[src/rtl/tx_symbol_scheduler_pkg.sv]
// Shared types, 4-ASK level constants and the Gray symbol mapper.
// Used by the scheduler RTL and by TX/RCV benches as a golden mapper.
// Levels are 1s17 (full scale 131072); all fit without saturation.
package tx_sched_pkg;

  typedef enum logic [1:0] {
    ST_IDLE  = 2'd0,
    ST_PRE   = 2'd1,
    ST_DATA  = 2'd2,
    ST_FLUSH = 2'd3
  } state_t;

  localparam logic signed [17:0] LVL_P3 = 18'sd98304;
  localparam logic signed [17:0] LVL_P1 = 18'sd32768;
  localparam logic signed [17:0] LVL_M1 = -18'sd32768;
  localparam logic signed [17:0] LVL_M3 = -18'sd98304;

  // Gray mapping: adjacent levels differ in one bit.
  function automatic logic signed [17:0] ask4_map(input logic [1:0] s);
    case (s)
      2'b00:   return LVL_M3;
      2'b01:   return LVL_M1;
      2'b11:   return LVL_P1;
      default: return LVL_P3;
    endcase
  endfunction

endpackage

[src/rtl/tx_symbol_scheduler_if.sv]
// Symbol stream handshake between an upstream source and the scheduler.
// Transfer happens on a rising edge where sym_valid & sym_ready.
// sym_last marks the final symbol of a frame.
interface tx_symbol_scheduler_if;
  logic [1:0] sym_in;
  logic       sym_valid;
  logic       sym_last;
  logic       sym_ready;

  modport master (output sym_in, output sym_valid, output sym_last, input sym_ready);
  modport slave  (input sym_in, input sym_valid, input sym_last, output sym_ready);
endinterface

[src/rtl/tx_symbol_scheduler.sv]
// Framed, zero-stuffed 4-ASK impulse train (preamble, data, zero flush) for TX_filt.
// Latency: start or accepted symbol -> its impulse on x_out one cycle later.
// Backpressure: sym_ready only in fetch cycles; a missed fetch emits an empty slot and sets underrun.
module tx_symbol_scheduler
  import tx_sched_pkg::*;
#(
  parameter int SPS       = 4,
  parameter int PRE_LEN   = 8,
  parameter int FLUSH_LEN = 21
) (
  input  logic                clk,
  input  logic                reset,
  input  logic                start,
  tx_symbol_scheduler_if.slave sif,
  output logic signed [17:0]  x_out,
  output logic                busy,
  output logic                done,
  output logic                underrun
);

  localparam int              FW       = (FLUSH_LEN > 1) ? $clog2(FLUSH_LEN) : 1;
  localparam logic [3:0]      PH_LAST  = 4'(SPS - 1);
  localparam logic [5:0]      PRE_LAST = 6'(PRE_LEN - 1);
  localparam logic [FW-1:0]   FL_LAST  = FW'(FLUSH_LEN - 1);

  state_t             state, state_n;
  logic [3:0]         phase, phase_n;
  logic [5:0]         sym_cnt, sym_cnt_n;
  logic [FW-1:0]      flush_cnt, flush_cnt_n;
  logic               last_flag, last_flag_n;
  logic               underrun_n, done_n;
  logic signed [17:0] x_n;
  logic               fetch, xfer;

  // A fetch closes the last preamble slot or any data slot not already marked last.
  assign fetch = (phase == PH_LAST) &&
                 (((state == ST_PRE) && (sym_cnt == PRE_LAST)) ||
                  ((state == ST_DATA) && !last_flag));
  assign sif.sym_ready = fetch;
  assign xfer          = fetch & sif.sym_valid;
  assign busy          = (state != ST_IDLE);

  // State, counters and registered outputs.
  always_ff @(posedge clk or negedge reset) begin
    if (!reset) begin
      state     <= ST_IDLE;
      phase     <= '0;
      sym_cnt   <= '0;
      flush_cnt <= '0;
      last_flag <= 1'b0;
      underrun  <= 1'b0;
      done      <= 1'b0;
      x_out     <= '0;
    end else begin
      state     <= state_n;
      phase     <= phase_n;
      sym_cnt   <= sym_cnt_n;
      flush_cnt <= flush_cnt_n;
      last_flag <= last_flag_n;
      underrun  <= underrun_n;
      done      <= done_n;
      x_out     <= x_n;
    end
  end

  // Next state plus the sample x_out will carry in the next cycle.
  always_comb begin
    state_n     = state;
    phase_n     = phase;
    sym_cnt_n   = sym_cnt;
    flush_cnt_n = flush_cnt;
    last_flag_n = last_flag;
    underrun_n  = underrun;
    done_n      = 1'b0;
    x_n         = '0;
    case (state)
      ST_IDLE: begin
        if (start) begin
          state_n     = ST_PRE;
          phase_n     = '0;
          sym_cnt_n   = '0;
          last_flag_n = 1'b0;
          underrun_n  = 1'b0;
          x_n         = LVL_P3;
        end
      end
      ST_PRE, ST_DATA: begin
        if (phase != PH_LAST) begin
          phase_n = phase + 4'd1;
        end else begin
          phase_n = '0;
          if (fetch) begin
            state_n = ST_DATA;
            if (xfer) begin
              x_n         = ask4_map(sif.sym_in);
              last_flag_n = sif.sym_last;
            end else begin
              // Empty slot: the same symbol is fetched again at the end of it.
              underrun_n = 1'b1;
            end
          end else if (state == ST_PRE) begin
            sym_cnt_n = sym_cnt + 6'd1;
            // Next preamble index has the opposite parity of the current one.
            x_n       = sym_cnt[0] ? LVL_P3 : LVL_M3;
          end else begin
            state_n     = ST_FLUSH;
            flush_cnt_n = '0;
          end
        end
      end
      ST_FLUSH: begin
        if (flush_cnt == FL_LAST) begin
          state_n = ST_IDLE;
          done_n  = 1'b1;
        end else begin
          flush_cnt_n = flush_cnt + 1'b1;
        end
      end
      default: state_n = ST_IDLE;
    endcase
  end

endmodule

[src/flat_wrapper.sv]
// flat-port wrapper written by rule: the top's interface ports become plain ports
module tx_symbol_scheduler_flat import tx_sched_pkg::*;
#(
  parameter int SPS       = 4,
  parameter int PRE_LEN   = 8,
  parameter int FLUSH_LEN = 21
)
  (clk, reset, start, x_out, busy, done, underrun, sif_sym_in, sif_sym_valid, sif_sym_last, sif_sym_ready);
  tx_symbol_scheduler_if sif_i ();
  input  logic clk;
  input  logic reset;
  input  logic start;
  output logic signed [17:0] x_out;
  output logic busy;
  output logic done;
  output logic underrun;
  input wire logic [$bits(sif_i.sym_in)-1:0] sif_sym_in;
  input wire logic [$bits(sif_i.sym_valid)-1:0] sif_sym_valid;
  input wire logic [$bits(sif_i.sym_last)-1:0] sif_sym_last;
  output wire logic [$bits(sif_i.sym_ready)-1:0] sif_sym_ready;
  assign sif_i.sym_in = sif_sym_in;
  assign sif_i.sym_valid = sif_sym_valid;
  assign sif_i.sym_last = sif_sym_last;
  assign sif_sym_ready = sif_i.sym_ready;
  tx_symbol_scheduler #(.SPS(SPS), .PRE_LEN(PRE_LEN), .FLUSH_LEN(FLUSH_LEN)) u_core (.clk(clk), .reset(reset), .start(start), .sif(sif_i), .x_out(x_out), .busy(busy), .done(done), .underrun(underrun));
endmodule
[config.mk]
export PLATFORM = sky130hd
export DESIGN_NAME = tx_symbol_scheduler_flat
export DESIGN_NICKNAME = d
export VERILOG_FILES = /design/src/rtl/tx_symbol_scheduler_pkg.sv /design/src/rtl/tx_symbol_scheduler_if.sv /design/src/rtl/tx_symbol_scheduler.sv /design/src/flat_wrapper.sv
export SDC_FILE = /design/constraint.sdc
export NUM_CORES = 1
export LEC_CHECK = 0
export ABC_AREA = 1
export BUFFER_PORTS_ARGS = -buffer_cell sky130_fd_sc_hd__buf_4
export CAP_MARGIN = 20
export CORE_ASPECT_RATIO = 0.6
export CORE_MARGIN = 1.5
export CORE_UTILIZATION = 30
export DETAILED_ROUTE_END_ITERATION = 10
export PLACE_DENSITY = 0.55
export SETUP_SLACK_MARGIN = 0.1
export SLEW_MARGIN = 20
export SYNTH_ARGS = -nofsm -noshare
export SYNTH_HDL_FRONTEND = slang
export SYNTH_SLANG_ARGS = --single-unit
[constraint.sdc]
create_clock -name clk -period 4.6 [get_ports clk]
set_input_delay 0.23 -clock clk [delete_from_list [all_inputs] [get_ports clk]]
set_output_delay 0.23 -clock clk [all_outputs]
set_load 0.01 [all_outputs]
==> impl_metrics.yaml <==
critical_path:
  worst_setup_path_start_kind: "register"
  cp.required_ps: 4370
  worstSetupPathType: "reg -> out"
  worst_ep_arrival_time_ps: 1860
  endpoint_kind: "primary output"
  crit_fanout: 8
drt:
  wirelength_um: 3290
  num_vias: 1217
  drc: 0
  drtAntennaViolNets: 0
  drt_iter0_markers: 61
  dr.pass1.iters: 4
  wl_per_cell_um: 11.8
  vias_per_cell: 4.36
global_routing:
  grt_pass1_wl_um: 5500
  grt_use_total_pct: 12.2
  grt_pass1_vias: 1090
  gr-usage-met2_pct: 16.7
  globalRoute.totalOverflow: 0
  grt_max_degree: 24
  use_met1_pct: 19.1
  grt.busiest_layer: "met1"
  grt_use_met3_pct: 3.18
  antenna_found_initial: 0
floorplan:
  core-area_sq_um: 5100
  die_x_um: 97.2
  rows: 20
  die_h_um: 59.5
  ios: 29
  start_util_pct: 31.3
  die-area_sq_um: 5790
yosys:
  synth-edff-count: 0
  synth.area.top_cells: "dfrtp_1, nand2_1, ha_1, buf_4, nand3_1"
  avgSynthCellArea_sq_um: 8.03
  ys_seq_elements: 23
  synth_cell_types: 33
  yosysTopAreaCell: "dfrtp_1"
  async_flop_share_pct: 100
  ys.warnings.count: 0
  ys_seq_area_share_pct: 36.0
  synth_top_area_share_pct: 36.0
  netlist_area_sq_um: 1600
  synth_ff_type: "dfrtp_1"
  synth_cells: 199
  synth.most_common_cell: "nand2_1"
  synth_top_cells_by_count: "nand2_1, dfrtp_1, nand3_1"
pwr:
  power_density_nw_per_um2: 595
  peakVddDrop_mv: 0.182
  p_total_mw: 1.04
  combPwrFrac_pct: 57.9
  internal_power_uw: 519
  leakagePower_nw: 0.901
  clockPowerShare_pct: 12.6
  seqPwrFrac_pct: 29.5
  p_switching_uw: 524
  power.share.switching_pct: 50.2
timing:
  hold_viol_final: 0
  rsz0062_at_grt: "no"
  fmax_ghz: 0.479
  setup_violations: 0
  fin_crit_ps: 2090
  fin_skew_ps: 7.93
  finalSetupTns_ps: 0
  drv_slew: 0
  fin_crit_sh_pct: 45.4
clock_network:
  h-tree-depth: 1
  clkLatencyLatePin_ps: 270
  cts_setup_buffers: 0
  root_buffer: "clkbuf_8"
  postCtsHoldBufs: 1
  cts_resized: 0
  cts.clk_slew.worst_paths_ps: 90
  clock-sinks: 23
  clockBufferDepth: 2
  numCtsBuffers: 3
  cts_tree: "built"
placement:
  io_buffers: 13
  dp_hpwl_um: 2540
  gp_congestion: 0.799
min_path:
  hold_class: "in -> reg"
cells_and_area:
  layout.nets: 233
  antenna_cells: 0
  drive_gt1_share_pct: 15.5
  syn2layout_area_growth_pct: 9.79
job:
  drv_cap: 0
status:
  outcome: "finished clean"
state kept, by name, summed over array words and instances, names as in the netlist:
signal,count
u_core.last_flag,1
u_core.underrun,1
u_core.sym_cnt,6
u_core.flush_cnt,5
u_core.done,1
u_core.phase,4
u_core.state,2
u_core.x_out,3
kinds of logic (layout without fill, tap and decap cells):
group | Yosys count | count (layout) | share of synthesized area [%]
fa+ha+maj | 12 | 12 | 9.40
flops | 23 | 23 | 36.0
xor+xnor | 5 | 5 | 2.74
compound gates | 21 | 21 | 7.36
buf+inv | 38 | 38 | 13.1
other cells | 1 | 15 | 0.235
simple gates | 99 | 99 | 31.2
power by group through the flow:
stage | Combinational (mW) | Sequential (mW) | Clock (mW)
final | 0.604 | 0.308 | 0.132
after global routing | 0.676 | 0.317 | 0.146
after CTS | 0.607 | 0.308 | 0.136
after detailed placement | 0.603 | 0.312 | 0
after global placement | 0.600 | 0.312 | 0
after floorplan | 0.479 | 0.303 | 0
cell type report:
cell class | instances | area [sq um]
fillers | 563 | 3350
multi-input cells | 152 | 866
flip-flops and latches | 23 | 576
repair buffers | 14 | 108
well taps | 66 | 82.6
inverters | 20 | 77.6
clock buffers | 4 | 45.0
layer usage:
layer  part of all wire [%]  vias up  wire length, um
li1                       -      639                -
met1                     59      551             1940
met2                     37       25             1200
met3                    3.7        2              123
met4                   0.58        0               19
met5                      0        -                0
through the flow:
step / util, % / area (sq um) / hold WS [ps] / instances / setup slack, ps
5_1_grt: 34.4 / 1750 / 235 / 279 / 2340
6_report: 34.4 / 1750 / 218 / 279 / 2510
3_3_place_gp: 33.3 / 1700 / 152 / 274 / 2610
2_1_floorplan: - / 1650 / -65.6 / 213 / 2890
3_5_place_dp: 33.3 / 1700 / 151 / 274 / 2550
4_1_cts: 34.4 / 1750 / 215 / 279 / 2510
critical path: stages, from the launching register on:
cell and delay [ps]:
dfrtp_1 420, inv_1 130, ha_1 310, inv_1 100, nor2_1 90, nand3_1 80
nand2_2 140, nand2_4 110, inv_1 70, buf_4 110
cell usage in the layout (no fill, tap or decap), drive strengths merged:
master and count:
nand3 21, nand2 50, o21ai 14, inv 20
conb 15, buf 13, a21oi 5, clkbuf 4
nor2 18, or2 2, o21a 1, dlygate4sd3 1
nand3b 1, ha 12, dfrtp 23, nor3 4
o211ai 1, nand4 3, xnor2 1, xor2 4
final timing paths:
| path | startpoint | endpoint | slack, ps | cells past startpoint |
|---|---|---|---|---|
| setup / recovery | u_core.state[1] | sif_sym_ready | 2510 | 9 |
| min in group asynchronous | reset | u_core.done | 390 | 2 |
| setup reg to reg | u_core.state[0] | u_core.flush_cnt[4] | 2540 | 8 |
| max in group asynchronous | reset | u_core.sym_cnt[5] | 3970 | 2 |
| hold / removal | sif_sym_last | u_core.last_flag | 220 | 3 |
| hold reg to reg | u_core.last_flag | u_core.last_flag | 500 | 2 |
Power figures use the tool's default switching activity.
